**config.mk**
```make
export PLATFORM = sky130hd
export DESIGN_NAME = alu_seq_responder
export DESIGN_NICKNAME = d
export VERILOG_FILES = /design/src/rtl/alu_pkg.sv /design/src/rtl/alu_nibble_adder.sv /design/src/rtl/alu_seq_responder.sv
export SDC_FILE = /design/constraint.sdc
export NUM_CORES = 1
export LEC_CHECK = 0
export ABC_CLOCK_PERIOD_IN_PS = 5230
export CAP_MARGIN = 20
export CORE_MARGIN = 4
export CORE_UTILIZATION = 50
export DETAILED_ROUTE_END_ITERATION = 10
export PLACE_DENSITY = 0.76
export SYNTH_ARGS = -nofsm -noshare
export SYNTH_HDL_FRONTEND = slang
export SYNTH_HIERARCHICAL = 1
export SYNTH_SLANG_ARGS = --single-unit
```
**constraint.sdc**
```tcl
create_clock -name clk -period 5.23 [get_ports clk]
set_clock_uncertainty 0.05 [all_clocks]
set_input_delay 1.046 -clock clk [delete_from_list [all_inputs] [get_ports clk]]
set_output_delay 1.046 -clock clk [all_outputs]
set_load 0.005 [all_outputs]
```
**src/rtl/alu_pkg.sv**
```systemverilog
// Shared constants, opcode/compare encodings and FSM states for the nibble-serial ALU.
// Optional feature macro: ALU_CMP_EXT_EN (full compare-code set for op 7).
package alu_pkg;

    localparam int DATA_W  = 32;
    localparam int SLICE_W = 4;
    localparam int NIBBLES = DATA_W / SLICE_W;
    localparam int CNT_W   = 3;

    localparam logic [3:0] OP_AND  = 4'd0;
    localparam logic [3:0] OP_OR   = 4'd1;
    localparam logic [3:0] OP_ADD  = 4'd2;
    localparam logic [3:0] OP_SUB  = 4'd6;
    localparam logic [3:0] OP_CMP  = 4'd7;
    localparam logic [3:0] OP_NOR  = 4'd12;
    localparam logic [3:0] OP_NAND = 4'd13;

    localparam logic [2:0] CMP_SLT = 3'd0;
    localparam logic [2:0] CMP_SGT = 3'd1;
    localparam logic [2:0] CMP_SLE = 3'd2;
    localparam logic [2:0] CMP_SGE = 3'd3;
    localparam logic [2:0] CMP_SNE = 3'd4;
    localparam logic [2:0] CMP_SEQ = 3'd6;

    typedef enum logic [1:0] {
        ST_IDLE = 2'd0,
        ST_EXEC = 2'd1,
        ST_RESP = 2'd2
    } state_t;

    function automatic logic is_logic_op(input logic [3:0] op);
        return (op == OP_AND) || (op == OP_OR) || (op == OP_NOR) || (op == OP_NAND);
    endfunction

    function automatic logic is_arith_op(input logic [3:0] op);
        return (op == OP_ADD) || (op == OP_SUB) || (op == OP_CMP);
    endfunction

    function automatic logic cmp_legal(input logic [2:0] c);
        return (c == CMP_SLT) || (c == CMP_SGT) || (c == CMP_SLE) ||
               (c == CMP_SGE) || (c == CMP_SNE) || (c == CMP_SEQ);
    endfunction

endpackage

```
**src/rtl/alu_nibble_adder.sv**
```systemverilog
// 4-bit combinational adder slice; c3 is the carry into the slice MSB so the
// caller can form signed overflow on the top nibble.
module alu_nibble_adder
    import alu_pkg::*;
(
    input  logic [SLICE_W-1:0] a,
    input  logic [SLICE_W-1:0] b,
    input  logic               cin,
    output logic [SLICE_W-1:0] sum,
    output logic               cout,
    output logic               c3
);

    logic [SLICE_W-1:0] low;
    logic [1:0]         high;

    // Split below the MSB so the internal carry is visible.
    assign low  = {1'b0, a[SLICE_W-2:0]} + {1'b0, b[SLICE_W-2:0]} + {{(SLICE_W-1){1'b0}}, cin};
    assign c3   = low[SLICE_W-1];
    assign high = {1'b0, a[SLICE_W-1]} + {1'b0, b[SLICE_W-1]} + {1'b0, c3};
    assign sum  = {high[0], low[SLICE_W-2:0]};
    assign cout = high[1];

endmodule

```
**src/rtl/alu_seq_responder.sv**
```systemverilog
// Handshaked ALU: logical ops in one cycle, ADD/SUB/CMP nibble-serially over 8 cycles.
// Optional feature macro: ALU_CMP_EXT_EN (all six compare codes; otherwise CMP is SLT).
module alu_seq_responder
    import alu_pkg::*;
(
    input  logic              clk,
    input  logic              rst_n,
    input  logic              req_valid,
    output logic              req_ready,
    input  logic [DATA_W-1:0] req_src1,
    input  logic [DATA_W-1:0] req_src2,
    input  logic [3:0]        req_op,
    input  logic [2:0]        req_cmp,
    output logic              rsp_valid,
    input  logic              rsp_ready,
    output logic [DATA_W-1:0] rsp_result,
    output logic              rsp_zero,
    output logic              rsp_cout,
    output logic              rsp_overflow,
    output logic              rsp_err
);

    state_t            state, state_nxt;
    logic [DATA_W-1:0] a_q, b_q, res_q;
    logic [3:0]        op_q;
    logic [CNT_W-1:0]  cnt_q;
    logic              carry_q;
    logic              zero_q, cout_q, ovf_q, err_q;

    logic              accept, req_arith, req_illegal, last_nib;
    logic [DATA_W-1:0] logic_res, diff;
    logic [SLICE_W-1:0] sl_a, sl_b, sl_sum;
    logic              sl_cout, sl_c3, fin_ovf, lt, eq, cmp_bit;

`ifdef ALU_CMP_EXT_EN
    logic [2:0]        cmp_q;
`else
    logic              cmp_unused;
    assign cmp_unused = ^req_cmp;
`endif

    assign req_ready = (state == ST_IDLE);
    assign rsp_valid = (state == ST_RESP);
    assign accept    = req_valid && req_ready;
    assign last_nib  = (cnt_q == CNT_W'(NIBBLES - 1));

    always_comb begin
        req_arith   = is_arith_op(req_op);
        req_illegal = !(req_arith || is_logic_op(req_op));
`ifdef ALU_CMP_EXT_EN
        if (req_op == OP_CMP && !cmp_legal(req_cmp))
            req_illegal = 1'b1;
`endif
    end

    always_comb begin
        logic_res = '0;
        case (req_op)
            OP_AND:  logic_res = req_src1 & req_src2;
            OP_OR:   logic_res = req_src1 | req_src2;
            OP_NOR:  logic_res = ~(req_src1 | req_src2);
            OP_NAND: logic_res = ~(req_src1 & req_src2);
            default: logic_res = '0;
        endcase
    end

    // One slice, stepped across the operands by the nibble counter.
    assign sl_a = a_q[cnt_q*SLICE_W +: SLICE_W];
    assign sl_b = b_q[cnt_q*SLICE_W +: SLICE_W];

    alu_nibble_adder u_slice (
        .a    (sl_a),
        .b    (sl_b),
        .cin  (carry_q),
        .sum  (sl_sum),
        .cout (sl_cout),
        .c3   (sl_c3)
    );

    // Only meaningful on the last nibble, when the top slice is in the adder.
    assign diff    = {sl_sum, res_q[DATA_W-SLICE_W-1:0]};
    assign fin_ovf = sl_c3 ^ sl_cout;
    assign lt      = diff[DATA_W-1] ^ fin_ovf;
    assign eq      = (diff == '0);

    always_comb begin
        cmp_bit = lt;
`ifdef ALU_CMP_EXT_EN
        case (cmp_q)
            CMP_SGT: cmp_bit = !lt && !eq;
            CMP_SLE: cmp_bit = lt || eq;
            CMP_SGE: cmp_bit = !lt;
            CMP_SNE: cmp_bit = !eq;
            CMP_SEQ: cmp_bit = eq;
            default: cmp_bit = lt;
        endcase
`endif
    end

    always_ff @(posedge clk) begin
        if (!rst_n) state <= ST_IDLE;
        else        state <= state_nxt;
    end

    always_comb begin
        state_nxt = state;
        case (state)
            ST_IDLE: if (accept) state_nxt = (req_arith && !req_illegal) ? ST_EXEC : ST_RESP;
            ST_EXEC: if (last_nib) state_nxt = ST_RESP;
            ST_RESP: if (rsp_ready) state_nxt = ST_IDLE;
            default: state_nxt = ST_IDLE;
        endcase
    end

    always_ff @(posedge clk) begin
        if (!rst_n) begin
            a_q     <= '0;
            b_q     <= '0;
            res_q   <= '0;
            op_q    <= '0;
            cnt_q   <= '0;
            carry_q <= 1'b0;
            zero_q  <= 1'b0;
            cout_q  <= 1'b0;
            ovf_q   <= 1'b0;
            err_q   <= 1'b0;
`ifdef ALU_CMP_EXT_EN
            cmp_q   <= '0;
`endif
        end else begin
            case (state)
                ST_IDLE: if (accept) begin
                    // SUB/CMP run as A + ~B + 1.
                    a_q     <= req_src1;
                    b_q     <= (req_op == OP_ADD) ? req_src2 : ~req_src2;
                    carry_q <= (req_op != OP_ADD);
                    op_q    <= req_op;
                    cnt_q   <= '0;
                    cout_q  <= 1'b0;
                    ovf_q   <= 1'b0;
`ifdef ALU_CMP_EXT_EN
                    cmp_q   <= req_cmp;
`endif
                    if (req_illegal) begin
                        res_q  <= '0;
                        zero_q <= 1'b1;
                        err_q  <= 1'b1;
                    end else if (!req_arith) begin
                        res_q  <= logic_res;
                        zero_q <= (logic_res == '0);
                        err_q  <= 1'b0;
                    end else begin
                        res_q  <= '0;
                        zero_q <= 1'b0;
                        err_q  <= 1'b0;
                    end
                end
                ST_EXEC: begin
                    carry_q <= sl_cout;
                    cnt_q   <= cnt_q + 1'b1;
                    if (!last_nib) begin
                        res_q[cnt_q*SLICE_W +: SLICE_W] <= sl_sum;
                    end else if (op_q == OP_CMP) begin
                        res_q  <= {{(DATA_W-1){1'b0}}, cmp_bit};
                        zero_q <= !cmp_bit;
                    end else begin
                        res_q  <= diff;
                        zero_q <= eq;
                        cout_q <= sl_cout;
                        ovf_q  <= fin_ovf;
                    end
                end
                default: ;
            endcase
        end
    end

    assign rsp_result   = res_q;
    assign rsp_zero     = zero_q;
    assign rsp_cout     = cout_q;
    assign rsp_overflow = ovf_q;
    assign rsp_err      = err_q;

endmodule

```
==> Flow_metrics.wiki <==
{| class="wikitable"
! Metric !! Value
|-
| Outcome || finished, final reports clean
|-
| Fin nets || 981
|-
| Final number of hold-violating endpoints || 0
|-
| Vias in the first global route || 5,746
|-
| Horizontal die dimension || 123 um
|-
| Share of synthesized area occupied by flip-flops and latches || 0.333
|-
| Gpl congestion || around 1.0
|-
| Required @ worst endpoint || 5490 ps
|-
| Most repeated library cell on the critical path || sky130_fd_sc_hd__nand2_1
|-
| Combined area of all synthesized cells || 6620 sq um
|-
| Worst-path maximum fanout || 13
|-
| Unrepaired setup endpoints after global routing || false
|-
| Worst-case vdd ir drop || 0.132 mV
|-
| Detailed placer's ending HPWL || 15,600 um
|-
| Wire length of the first global-routing pass || 32,000 um
|-
| Iteration-0 DRC count of the detailed router || between 500 and 600
|-
| Worst-path cell with the longest stage delay || sky130_fd_sc_hd__dfxtp_1
|-
| Power density cells || 269 nW/um^2
|-
| Async S/R FF share, synth || 0
|-
| Number of I/O pins || 113
|-
| Die outline height || 123 um
|-
| Gates resized, CTS repair || 0
|-
| DIE AREA || 15,100 sq um
|-
| Crit. End Element || flip-flop
|-
| Number of buffers created by CTS || 9
|-
| Hold WC Path Type || reg2reg
|-
| Leak Pwr || 2.80 nW
|-
| Clk Tree Root Cell || sky130_fd_sc_hd__clkbuf_16
|-
| Startpoint type of the worst setup path || flip-flop
|-
| CTS tree || yes
|-
| Prevailing post-synth register cell || sky130_fd_sc_hd__dfxtp_1
|-
| Post-synthesis net count || 905
|-
| Initial standard-cell utilization of the core || 0.518
|-
| IO buf count || 109
|-
| Crit share post-route || 0.770
|-
| Setup slack on the worst flop-to-flop path || 1200 ps
|-
| Post-synthesis average cell area || 8.06 sq um
|-
| Initial antenna violation count || 0
|-
| Worst-margin pin slew || 1090 ps
|-
| Worst path max stage delay || 900 ps
|-
| Shortest period the worst path allows || 4030 ps
|-
| Clock Pin Slew Worst Setup and Hold Paths || approximately 70 ps
|-
| CTS H-tree depth || 3
|-
| Path type of the worst setup path || reg2reg
|-
| Number of synthesized flops with an enable pin || 0
|-
| Total wire length || 20,700 um
|-
| Syn Inst Count || 821
|-
| Number of design rule violations left after detail routing || 0
|-
| Total of endpoints with negative setup slack in the final report || 0
|-
| Biggest area contributors in the synthesized netlist || sky130_fd_sc_hd__dfxtp_1, sky130_fd_sc_hd__nand2_1, sky130_fd_sc_hd__maj3_1
|-
| Max-slew violation total from the final report || 0
|-
| Global-route usage over all layers || 0.278
|-
| Highest clock frequency the design can meet || 0.248 GHz
|-
| Final ANT Viol Nets || 0
|-
| DRT Pass-1 Iters || 5
|-
| Core region area || 12,800 sq um
|-
| Fraction of layout cells with a size suffix above 1 || 0.0787
|-
| Maxcap violations || 0
|-
| Data arrival time at the worst-slack endpoint || around 4300 ps
|-
| Synth top area share || 0.333
|-
| Area growth from synthesis to final layout || 22.4%
|-
| Clock sinks || 110
|-
| Average vias per placed instance || 5.94
|-
| Max-Slew Margin vs Limit || 0.269
|-
| Maximum number of pins on one net before global-route repair || between 50 and 60
|-
| Cell type contributing the most total cell area after synthesis || sky130_fd_sc_hd__dfxtp_1
|-
| Total congestion overflow after global routing || 0
|-
| Post-CTS Setup Bufs || 0
|-
| Fin Setup TNS || 0 ps
|-
| Count leader, synth || sky130_fd_sc_hd__nand2_1
|-
| Total vias in the final route || approximately 6,400
|-
| Average wire length per cell after detail routing || 19.3 um
|-
| Ys Warns || 6
|-
| Most instantiated cells after synthesis || sky130_fd_sc_hd__nand2_1, sky130_fd_sc_hd__dfxtp_1, sky130_fd_sc_hd__a21oi_1
|-
| Hold_buf cts || 0
|-
| Count of standard-cell rows || 41
|-
| Clock insertion delay at the later pin of the skew report || 360 ps
|-
| Worst-case clock buffer depth || 2
|-
| Hold slack || 402 ps
|-
| CP Cell Sequence || buf_4 -> mux4_2 -> nand2_1 -> nand2_1 -> ha_1 -> nand2_1 -> o21a_1 -> fa_1 -> inv_1 -> nor4_1 -> nand4_1 -> nor3_1 -> a21oi_1 -> o22ai_1 -> a31o_1
|-
| FF+latch count, synth || 110
|-
| Diode count || 0
|-
| Number of different library cells in the post-synthesis netlist || 62
|}
[registers in the layout, indices dropped and copies added, names as in the netlist]
| name | cells |
|---|---|
| op_q | 4 |
| rsp_result | 32 |
| rsp_overflow | 1 |
| rsp_zero | 1 |
| rsp_cout | 1 |
| cnt_q | 3 |
| carry_q | 1 |
| rsp_err | 1 |
| a_q | 32 |
| b_q | 32 |
| state | 2 |
[cell type report]
cell class / instances / area (sq um)
Tap cell: 172 / 215
Clock inverter: 7 / 73.8
Clock buffer: 9 / 225
Inverter: 18 / 70.1
Sequential cell: 110 / 2200
Multi-Input combinational cell: 633 / 4070
Timing Repair Buffer: 125 / 1240
Fill cell: 1114 / 4670
[through the flow]
stage	std cells	util	area [sq um]	setup slack (ps)	total power, W
2_1_floorplan	821	-	6620	1590	0.00127
3_3_place_gp	1056	0.608	7770	909	0.00148
6_report	1074	0.634	8100	1200	0.00218
5_1_grt	1074	0.634	8100	1030	0.00228
4_1_cts	1072	0.632	8070	809	0.00218
3_5_place_dp	1056	0.608	7770	838	0.00149
[worst max-delay path: cells and delay by family (launching register included)]
kind	cells	cell delay, ps
AND/OR/NAND/NOR	6	930
buffers and inverters	2	460
flip-flops	1	900
adder cells (fa/ha/maj)	2	810
multiplexers	1	300
AO/OA/AOI/OAI	4	530
[path summary, 6_finish.rpt]
check | cells past startpoint | start | endpoint
min reg2reg | 2 | b_q[28] | b_q[28]
min | 2 | b_q[28] | b_q[28]
max reg2reg | 15 | cnt_q[1] | rsp_zero
max | 15 | cnt_q[1] | rsp_zero
[cells by family after synthesis]
| family | count (synthesis) | synth area share |
|---|---|---|
| simple gates | 319 | 0.211 |
| buf+inv | 78 | 0.0537 |
| mux | 18 | 0.0575 |
| xor+xnor | 36 | 0.0476 |
| compound gates | 189 | 0.182 |
| flops | 110 | 0.333 |
| fa+ha+maj | 71 | 0.116 |
[report_power, final]
part / switching, W / internal (W) / total [W]
Sequential: 0.0000402 / 0.000901 / 0.000941
Clock: 0.000324 / 0.000373 / 0.000698
Combinational: 0.000293 / 0.000249 / 0.000542
Total: 0.000658 / 0.00152 / 0.00218
[metal layers]
| metal | GRT usage | up-vias | share of wire |
|---|---|---|---|
| li1 | - | 3061 | - |
| met1 | 0.388 | 2976 | 0.43 |
| met2 | 0.421 | 291 | 0.45 |
| met3 | 0.0462 | 50 | 0.083 |
| met4 | 0.129 | 0 | 0.038 |
| met5 | 0 | - | 0 |
[cell usage in the layout (no fill, tap or decap), types with 20 or more instances in the layout]
master                            synthesis  final
sky130_fd_sc_hd__nand2_1                191    190
sky130_fd_sc_hd__a2bb2oi_1               20     20
sky130_fd_sc_hd__dfxtp_1                110    110
sky130_fd_sc_hd__nor3_1                  30     30
sky130_fd_sc_hd__a21oi_1                 90     90
sky130_fd_sc_hd__nor2_1                  44     44
sky130_fd_sc_hd__a211oi_1                23     23
sky130_fd_sc_hd__maj3_1                  52     52
sky130_fd_sc_hd__clkdlybuf4s50_1          0    109
sky130_fd_sc_hd__xnor2_1                 35     35
Power figures use the tool's default switching activity.
